`src/rtl/mem_pkg.sv`:
```
// Shared types for the DataMemory front-end: address/data widths,
// memory latency and the in-flight load record.
package mem_pkg;

  localparam int MEM_ADDR_W   = 15;
  localparam int MEM_DATA_W   = 16;
  localparam int MEM_LATENCY  = 100;
  // Widest load tag the pipe record can carry; narrower tags are zero-extended.
  localparam int LD_TAG_MAX_W = 16;

  typedef logic [MEM_ADDR_W-1:0] mem_addr_t;
  typedef logic [MEM_DATA_W-1:0] mem_data_t;

  typedef struct packed {
    logic                    valid;
    logic [LD_TAG_MAX_W-1:0] tag;
    mem_addr_t               addr;
  } ld_entry_t;

endpackage

```
`src/rtl/load_store_tracker_if.sv`:
```
// Signal bundle between the core, the tracker and DataMemory.
// master = core/memory side, slave = load_store_tracker.
interface load_store_tracker_if
  import mem_pkg::*;
#(
  parameter int TAG_W   = 6,
  parameter int LATENCY = MEM_LATENCY
);

  logic                           ld_valid;
  logic                           ld_ready;
  mem_addr_t                      ld_addr;
  logic [TAG_W-1:0]               ld_tag;
  logic                           st_valid;
  logic                           st_ready;
  mem_addr_t                      st_addr;
  mem_data_t                      st_data;
  logic                           flush;
  mem_addr_t                      mem_raddr;
  mem_data_t                      mem_rdata;
  logic                           mem_wen;
  mem_addr_t                      mem_waddr;
  mem_data_t                      mem_wdata;
  logic                           cpl_valid;
  logic [TAG_W-1:0]               cpl_tag;
  mem_data_t                      cpl_data;
  logic [$clog2(LATENCY+1)-1:0]   inflight;
  logic                           busy;

  modport master (
    output ld_valid, ld_addr, ld_tag, st_valid, st_addr, st_data, flush, mem_rdata,
    input  ld_ready, st_ready, mem_raddr, mem_wen, mem_waddr, mem_wdata,
           cpl_valid, cpl_tag, cpl_data, inflight, busy
  );

  modport slave (
    input  ld_valid, ld_addr, ld_tag, st_valid, st_addr, st_data, flush, mem_rdata,
    output ld_ready, st_ready, mem_raddr, mem_wen, mem_waddr, mem_wdata,
           cpl_valid, cpl_tag, cpl_data, inflight, busy
  );

endinterface

```
`src/rtl/load_tag_pipe.sv`:
```
// LATENCY-deep shift of in-flight load records, aligned with the memory
// read latency so the tail entry lines up with the returning read data.
module load_tag_pipe
  import mem_pkg::*;
#(
  parameter int LATENCY = MEM_LATENCY
) (
  input  logic               clk,
  input  logic               reset,
  input  logic               flush,
  input  ld_entry_t          in_entry,
  input  mem_addr_t          cmp_addr,
  output ld_entry_t          tail,
  output logic [LATENCY-2:0] addr_match
);

  genvar gi;
  for (gi = 0; gi < LATENCY; gi++) begin : g_stage
    ld_entry_t entry_next;
    ld_entry_t entry_reg;

    if (gi == 0) begin : g_head
      assign entry_next = in_entry;
    end else begin : g_body
      assign entry_next = g_stage[gi-1].entry_reg;
    end

    // Flush kills validity only; payload keeps shifting harmlessly.
    always_ff @(posedge clk or posedge reset) begin
      if (reset) begin
        entry_reg <= '0;
      end else begin
        entry_reg <= '{valid: entry_next.valid & ~flush,
                       tag:   entry_next.tag,
                       addr:  entry_next.addr};
      end
    end

    // The tail stage is reading memory this cycle, so it never blocks a store.
    if (gi < LATENCY - 1) begin : g_match
      assign addr_match[gi] = entry_reg.valid && (entry_reg.addr == cmp_addr);
    end
  end

  assign tail = g_stage[LATENCY-1].entry_reg;

endmodule

```
`src/rtl/load_store_tracker.sv`:
```
// Load/store front-end for the fixed-latency DataMemory: issues reads,
// returns tagged completions, holds back stores that would clobber older loads.
module load_store_tracker
  import mem_pkg::*;
#(
  parameter int LATENCY = MEM_LATENCY,
  parameter int TAG_W   = 6
) (
  input logic                 clk,
  input logic                 reset,
  load_store_tracker_if.slave bus
);

  localparam int CNT_W = $clog2(LATENCY + 1);

  logic               ld_accept;
  ld_entry_t          ld_entry;
  ld_entry_t          tail;
  logic [LATENCY-2:0] addr_match;
  logic               st_hazard;
  logic [CNT_W-1:0]   inflight_reg;
  logic [CNT_W-1:0]   inflight_next;
  logic               tail_unused;

  assign ld_accept     = bus.ld_valid & ~bus.flush;
  assign bus.ld_ready  = ~bus.flush;
  assign bus.mem_raddr = bus.ld_addr;

  assign ld_entry = '{valid: ld_accept,
                      tag:   LD_TAG_MAX_W'(bus.ld_tag),
                      addr:  bus.ld_addr};

  load_tag_pipe #(
    .LATENCY (LATENCY)
  ) u_pipe (
    .clk        (clk),
    .reset      (reset),
    .flush      (bus.flush),
    .in_entry   (ld_entry),
    .cmp_addr   (bus.st_addr),
    .tail       (tail),
    .addr_match (addr_match)
  );

  // A load accepted this very cycle is older than the store and must read first.
  assign st_hazard     = (|addr_match) | (ld_accept && (bus.ld_addr == bus.st_addr));
  assign bus.st_ready  = ~st_hazard;
  assign bus.mem_wen   = bus.st_valid & ~st_hazard;
  assign bus.mem_waddr = bus.st_addr;
  assign bus.mem_wdata = bus.st_data;

  assign bus.cpl_valid = tail.valid;
  assign bus.cpl_tag   = tail.tag[TAG_W-1:0];
  assign bus.cpl_data  = bus.mem_rdata;
  assign tail_unused   = ^tail;

  always_comb begin
    inflight_next = inflight_reg;
    if (bus.flush) begin
      inflight_next = '0;
    end else if (ld_accept && !tail.valid) begin
      inflight_next = inflight_reg + CNT_W'(1);
    end else if (!ld_accept && tail.valid) begin
      inflight_next = inflight_reg - CNT_W'(1);
    end
  end

  always_ff @(posedge clk or posedge reset) begin
    if (reset) begin
      inflight_reg <= '0;
    end else begin
      inflight_reg <= inflight_next;
    end
  end

  assign bus.inflight = inflight_reg;
  assign bus.busy     = (inflight_reg != '0);

endmodule
```
`src/flat_wrapper.sv`:
```
// flat-port wrapper written by rule: the top's interface ports become plain ports
module load_store_tracker_flat import mem_pkg::*;
#(
  parameter int LATENCY = MEM_LATENCY,
  parameter int TAG_W   = 6
)
  (clk, reset, bus_ld_valid, bus_ld_addr, bus_ld_tag, bus_st_valid, bus_st_addr, bus_st_data, bus_flush, bus_mem_rdata, bus_ld_ready, bus_st_ready, bus_mem_raddr, bus_mem_wen, bus_mem_waddr, bus_mem_wdata, bus_cpl_valid, bus_cpl_tag, bus_cpl_data, bus_inflight, bus_busy);
  load_store_tracker_if #(.TAG_W(TAG_W), .LATENCY(LATENCY)) bus_i ();
  input logic clk;
  input logic reset;
  input wire logic [$bits(bus_i.ld_valid)-1:0] bus_ld_valid;
  input wire logic [$bits(bus_i.ld_addr)-1:0] bus_ld_addr;
  input wire logic [$bits(bus_i.ld_tag)-1:0] bus_ld_tag;
  input wire logic [$bits(bus_i.st_valid)-1:0] bus_st_valid;
  input wire logic [$bits(bus_i.st_addr)-1:0] bus_st_addr;
  input wire logic [$bits(bus_i.st_data)-1:0] bus_st_data;
  input wire logic [$bits(bus_i.flush)-1:0] bus_flush;
  input wire logic [$bits(bus_i.mem_rdata)-1:0] bus_mem_rdata;
  output wire logic [$bits(bus_i.ld_ready)-1:0] bus_ld_ready;
  output wire logic [$bits(bus_i.st_ready)-1:0] bus_st_ready;
  output wire logic [$bits(bus_i.mem_raddr)-1:0] bus_mem_raddr;
  output wire logic [$bits(bus_i.mem_wen)-1:0] bus_mem_wen;
  output wire logic [$bits(bus_i.mem_waddr)-1:0] bus_mem_waddr;
  output wire logic [$bits(bus_i.mem_wdata)-1:0] bus_mem_wdata;
  output wire logic [$bits(bus_i.cpl_valid)-1:0] bus_cpl_valid;
  output wire logic [$bits(bus_i.cpl_tag)-1:0] bus_cpl_tag;
  output wire logic [$bits(bus_i.cpl_data)-1:0] bus_cpl_data;
  output wire logic [$bits(bus_i.inflight)-1:0] bus_inflight;
  output wire logic [$bits(bus_i.busy)-1:0] bus_busy;
  assign bus_i.ld_valid = bus_ld_valid;
  assign bus_i.ld_addr = bus_ld_addr;
  assign bus_i.ld_tag = bus_ld_tag;
  assign bus_i.st_valid = bus_st_valid;
  assign bus_i.st_addr = bus_st_addr;
  assign bus_i.st_data = bus_st_data;
  assign bus_i.flush = bus_flush;
  assign bus_i.mem_rdata = bus_mem_rdata;
  assign bus_ld_ready = bus_i.ld_ready;
  assign bus_st_ready = bus_i.st_ready;
  assign bus_mem_raddr = bus_i.mem_raddr;
  assign bus_mem_wen = bus_i.mem_wen;
  assign bus_mem_waddr = bus_i.mem_waddr;
  assign bus_mem_wdata = bus_i.mem_wdata;
  assign bus_cpl_valid = bus_i.cpl_valid;
  assign bus_cpl_tag = bus_i.cpl_tag;
  assign bus_cpl_data = bus_i.cpl_data;
  assign bus_inflight = bus_i.inflight;
  assign bus_busy = bus_i.busy;
  load_store_tracker #(.LATENCY(LATENCY), .TAG_W(TAG_W)) u_core (.clk(clk), .reset(reset), .bus(bus_i));
endmodule
```
`config.mk`:
```
export PLATFORM = sky130hd
export DESIGN_NAME = load_store_tracker_flat
export DESIGN_NICKNAME = d
export VERILOG_FILES = /design/src/rtl/mem_pkg.sv /design/src/rtl/load_store_tracker_if.sv /design/src/rtl/load_tag_pipe.sv /design/src/rtl/load_store_tracker.sv /design/src/flat_wrapper.sv
export SDC_FILE = /design/constraint.sdc
export NUM_CORES = 2
export LEC_CHECK = 0
export ABC_CLOCK_PERIOD_IN_PS = 143300
export CAP_MARGIN = 40
export CORE_MARGIN = 8
export CORE_UTILIZATION = 26
export CTS_CLUSTER_DIAMETER = 80
export DETAILED_ROUTE_END_ITERATION = 7
export SYNTH_ARGS = -nofsm -noshare
export SYNTH_HDL_FRONTEND = slang
export SYNTH_HIERARCHICAL = 1
export SYNTH_SLANG_ARGS = --single-unit
export TNS_END_PERCENT = 10
```
`constraint.sdc`:
```
create_clock -name clk -period 143.3 [get_ports clk]
set_input_delay 21.495 -clock clk [delete_from_list [all_inputs] [get_ports clk]]
set_output_delay 21.495 -clock clk [all_outputs]
set_load 0.01 [all_outputs]
```
# Yosys cells after proc, flatten, opt, wreduce, memory -nomap -nowiden
# Index checks and enable logic that the tools add are counted.
[totals] ff_bits=2192 inputBits=73 out_inout_bits=80 elab_cells=617
[op_classes] addsub=2 eq_ne=100 muxes=3 bitwise_logic=105 reduce_logical=107
[op_table] op="$eq A15 B15 Y1" count=100
[op_table] op="$and A1 B1 Y1" count=102
[op_table] op="$logic_and A1 B1 Y1" count=102
[op_table] op="$reduce_or A99 Y1" count=1
[op_table] op="$mux W7" count=3
[op_table] op="$add A7 B1 Y7 const B" count=1
[op_table] op="$reduce_bool A7 Y1" count=1
[op_table] op="$sub A7 B1 Y7 const B" count=1
[op_table] op="$reduce_bool A3 Y1" count=1
[op_table] op="$logic_not A1 Y1" count=2
[op_table] op="$not A1 Y1" count=2
[op_table] op="$or A1 B1 Y1" count=1

# Longest topological paths before layout
[depth] ltp_word=7 depth_mapped=11 ltp_nobuf=9

# Modules after synthesis
# Netlist, hierarchy kept.
[by_module_without_submodules] module="load_tag_pipe" n_inst=1 cells_each=5457 area_per_inst_um2=98170.4 seq_area_each_um2=80076.8
[by_module_without_submodules] module="load_store_tracker" n_inst=1 cells_each=190 area_per_inst_um2=1453.9 seq_area_each_um2=175.2

# Worst setup path after synthesis
# No wires, ideal clock.
[synth_timing] kind="input-to-output" startpoint="in bus_st_addr[9]" endpoint="out bus_mem_wen" arrival_ns=23.159 path_slack_ns=98.646 path_stages=11 path_cell_list="buf_2 > buf_6 > buf_4 > xnor2_1 > nand4_1 > nor4_2 > nor4_1 > nand4_1 > nor4_1 > nand2_1 > nor3b_2"
[synth_between] elab_chain_len=6 elab_cells_between_ends=204 cone_classes="100 x eq/ne; 3 x bitwise; 101 x reduce/logical"
[synth_rtl] item="from (decl)" line="flat_wrapper.sv:15" text="input wire logic [$bits(bus_i.st_addr)-1:0] bus_st_addr;"
[synth_rtl] item="$eq A15 B15 Y1" line="load_tag_pipe.sv:41" text="assign addr_match[gi] = entry_reg.valid && (entry_reg.addr == cmp_addr);"
[synth_rtl] item="$logic_and A1 B1 Y1" line="load_tag_pipe.sv:41"
[synth_rtl] item="via u_core.addr_match[72]" line="load_store_tracker.sv:19" text="logic [LATENCY-2:0] addr_match;"
[synth_rtl] item="$reduce_or A99 Y1" line="load_store_tracker.sv:46" text="assign st_hazard = (|addr_match) | (ld_accept && (bus.ld_addr == bus.st_addr));"
[synth_rtl] item="$or A1 B1 Y1" line="load_store_tracker.sv:46"
[synth_rtl] item="$not A1 Y1" line="load_store_tracker.sv:48" text="assign bus.mem_wen = bus.st_valid & ~st_hazard;"
[synth_rtl] item="$and A1 B1 Y1" line="load_store_tracker.sv:48"
[synth_rtl] item="to (decl)" line="flat_wrapper.sv:22" text="output wire logic [$bits(bus_i.mem_wen)-1:0] bus_mem_wen;"
# The timed path passes the listed nets, and every way through them passes these cells.

# Worst setup path after layout
[layout_timing] startpoint="in bus_st_addr[8]" endpoint="out bus_mem_wen"
# Same word-level chain as after synthesis.

==> results.md <==
* Yosys warning count at 6
* H-tree depth at 4
* Nets@finish at a little under 5000
* Final number of hold-violating endpoints at 0
* Fin cells at 8744
* Final setup TNS at 0 ns
* Critical Path, Cell by Cell: buf_6 -> buf_4 -> buf_4 -> xnor2_1 -> nand4_1 -> nor4_2 -> nor4_1 -> nand4_1 -> nor3_1 -> nand2_1 -> nor3b_2 -> clkdlybuf4s50_1
* Setup Fix Bufs, Post-CTS at 0
* Setup Viol. Count Final at 0
* CP max stage cell: nor4_1
* # rows at 196
* Dpl hpwl at approximately 100 mm
* Gate power share at 0.053
* Worst IR Drop VDD at between 0.008 and 0.009 mV
* Clock skew at 0.0943 ns
* Gr usage total at 0.107
* Vias/cell at a little over 4
* Multi-input logic area at 17800 um2
* Antenna Nets Post-Route at 0
* Syn Nets at 4711
* Static leakage at 36.2 nW
* Final period util at 0.330
* Fraction of layout cells with a size suffix above 1 at 0.108
* CTS tree: yes
* R2r setup slk at roughly 140 ns
* Io pins at approximately 150
* First DRT Iteration DRCs at 2489
* DRT Wirelength at 162 mm
* Crit path launch: bus_st_addr[8]
* Reg2reg path depth at 8
* Fillers at 27780
* Post-Syn Instances at 4631
* Register area at 54900 um2
* Clock Power Share at 0.453
* Die Wd at 550 um
* WL/cell at around 19 um
* Final Max Slew Viols at 0
* CTS Hold Buffers Added at 0
* Placer Congestion at 0.813
* Slew @ Worst Pin at around 1.0 ns
* Largest net degree at the start of global routing at 203
* Slew margin rel. at 0.309
* Tmin final at between 40 and 50 ns
* Sequential power share at 0.495
* Port bufs at 88
* Crit-path max FO at 25
* Arr. time, crit path at 25.86 ns
* CTS Buf Count at 225
* Core area at 284000 um2
* Post-CTS Resized at 0
* Power per cell area at 15.0 nW/um2
* Sw Share at 0.223
* Vias at 35489
* Synth Area per Inst at 16.0 um2
* Global-route wire length before repair at 252 mm
* Worst setup endpoint: bus_mem_wen
* Switch Pwr at 0.000291 W
* Syn Std Cell Area at 74200 um2
* Initial DRT Pass Iterations at 4
* Placed Cells at 8336
* CP required at 121.81 ns
* Clk buf depth at 4
* Highest Clock Rate at 21.1 MHz
* Root buf cell: clkbuf_16
* Status: finished clean
* Crit-path max cell delay at 0.75 ns
* Grt total ovfl at 0
* FF-to-FF End: u_core/bus.inflight[6]
* Area Overhead vs Synth at 17.2%
* Vias in the first global route at 39909
* Min-delay worst type: reg -> reg
* RSZ-0062 raised after global routing: false
* Vert. Die Dim at roughly 550 um
* Skew-Pair Late Insertion Delay at a little under 0.9 ns
* Number of flip-flops in the largest register at between 2000 and 2500
* Clk sinks at about 2200
* Crit Reg-Reg Startpoint: u_core/u_pipe/tail[31]
* CP Class: in -> out
* Final routed DRC violation total at 0
* Die area at 303000 um2
* Initial antenna violation count at 5
* Initial core utilization at 0.261
* Critical path capture point type: output port
* Clk slew on worst S/H paths at 0.06 ns
* Int Power at between 0.001 and 0.0015 W
* CP startpoint kind: input pin
* Max-cap check violation count at 0
[through the flow]
| stage | util | hold slack (ns) | cell area (um2) | total power, W | setup WS (ns) |
|---|---|---|---|---|---|
| floorplan | - | 0.331 | 74200 | 0.000708 | 60.07 |
| global placement | 0.277 | 0.331 | 78800 | 0.000724 | 95.48 |
| detailed placement | 0.279 | 0.335 | 79300 | 0.000726 | 95.88 |
| CTS | 0.306 | 0.280 | 86900 | 0.00133 | 95.87 |
| global route | 0.306 | 0.290 | 87000 | 0.00136 | 95.77 |
| finish | 0.306 | 0.294 | 87000 | 0.00130 | 95.94 |
[cell usage in the layout, fill, tap and decap left out, types with 3 or more instances in the layout]
cell,n
a21oi_1,4
buf_12,7
buf_16,12
buf_2,6
buf_4,69
buf_6,15
bufinv_16,21
clkbuf_1,35
clkbuf_16,226
clkbuf_8,48
clkdlybuf4s50_1,72
clkinv_2,50
clkinv_4,7
clkinv_8,3
clkinvlp_4,10
dfrtp_1,2192
ha_1,6
inv_1,5
inv_6,3
nand2_1,8
nand3_1,4
nand4_1,405
nor2_1,9
nor2b_1,103
nor3_1,5
nor4_1,75
nor4_2,51
xnor2_1,1500
[power groups by stage]
stage | Clock (W) | Sequential [W] | Combinational, W
after floorplan | 0 | 0.000656 | 0.0000521
after global placement | 0 | 0.000656 | 0.0000679
after detailed placement | 0 | 0.000656 | 0.0000699
after CTS | 0.000610 | 0.000646 | 0.0000703
after global routing | 0.000635 | 0.000647 | 0.0000757
final | 0.000591 | 0.000646 | 0.0000686
[metal layers]
layer	vias to the layer above	GRT usage	wire length (um)
met1	18976	0.144	72900
met2	717	0.170	75900
met5	-	0	7
met4	2	0.0359	5310
met3	327	0.0236	7870
li1	15467	-	-
[worst min path at each step]
stage / from / to / cells past startpoint
after floorplan: u_core/u_pipe/g_stage[8].entry_reg[15] / u_core/u_pipe/g_stage[10].entry_next[15] / 0
after global placement: u_core/u_pipe/g_stage[65].entry_reg[16] / u_core/u_pipe/g_stage[66].entry_reg[16] / 0
after detailed placement: u_core/u_pipe/g_stage[8].entry_reg[15] / u_core/u_pipe/g_stage[10].entry_next[15] / 0
after CTS: u_core/u_pipe/g_stage[70].entry_reg[17] / u_core/u_pipe/g_stage[71].entry_reg[17] / 0
after global routing: u_core/u_pipe/g_stage[79].entry_reg[16] / u_core/u_pipe/g_stage[80].entry_reg[16] / 0
final: u_core/u_pipe/g_stage[70].entry_reg[17] / u_core/u_pipe/g_stage[71].entry_reg[17] / 0
[area by class of cell]
type                            count  share of cell area
Clock buffer                      309              0.0741
Multi-Input combinational cell   2193               0.205
Tap cell                         3762              0.0541
Timing Repair Buffer              183              0.0222
Antenna cell                        2           0.0000576
Inverter                            6            0.000345
Clock inverter                     97              0.0133
Sequential cell                  2192               0.631
[critical path, delay by kind of cell]
kind,cells,cell delay (ns)
xor+xnor,1,0.14
simple gates,7,2.34
buf+inv,4,1.80
Note: power is estimated with default switching activity, not from simulation.
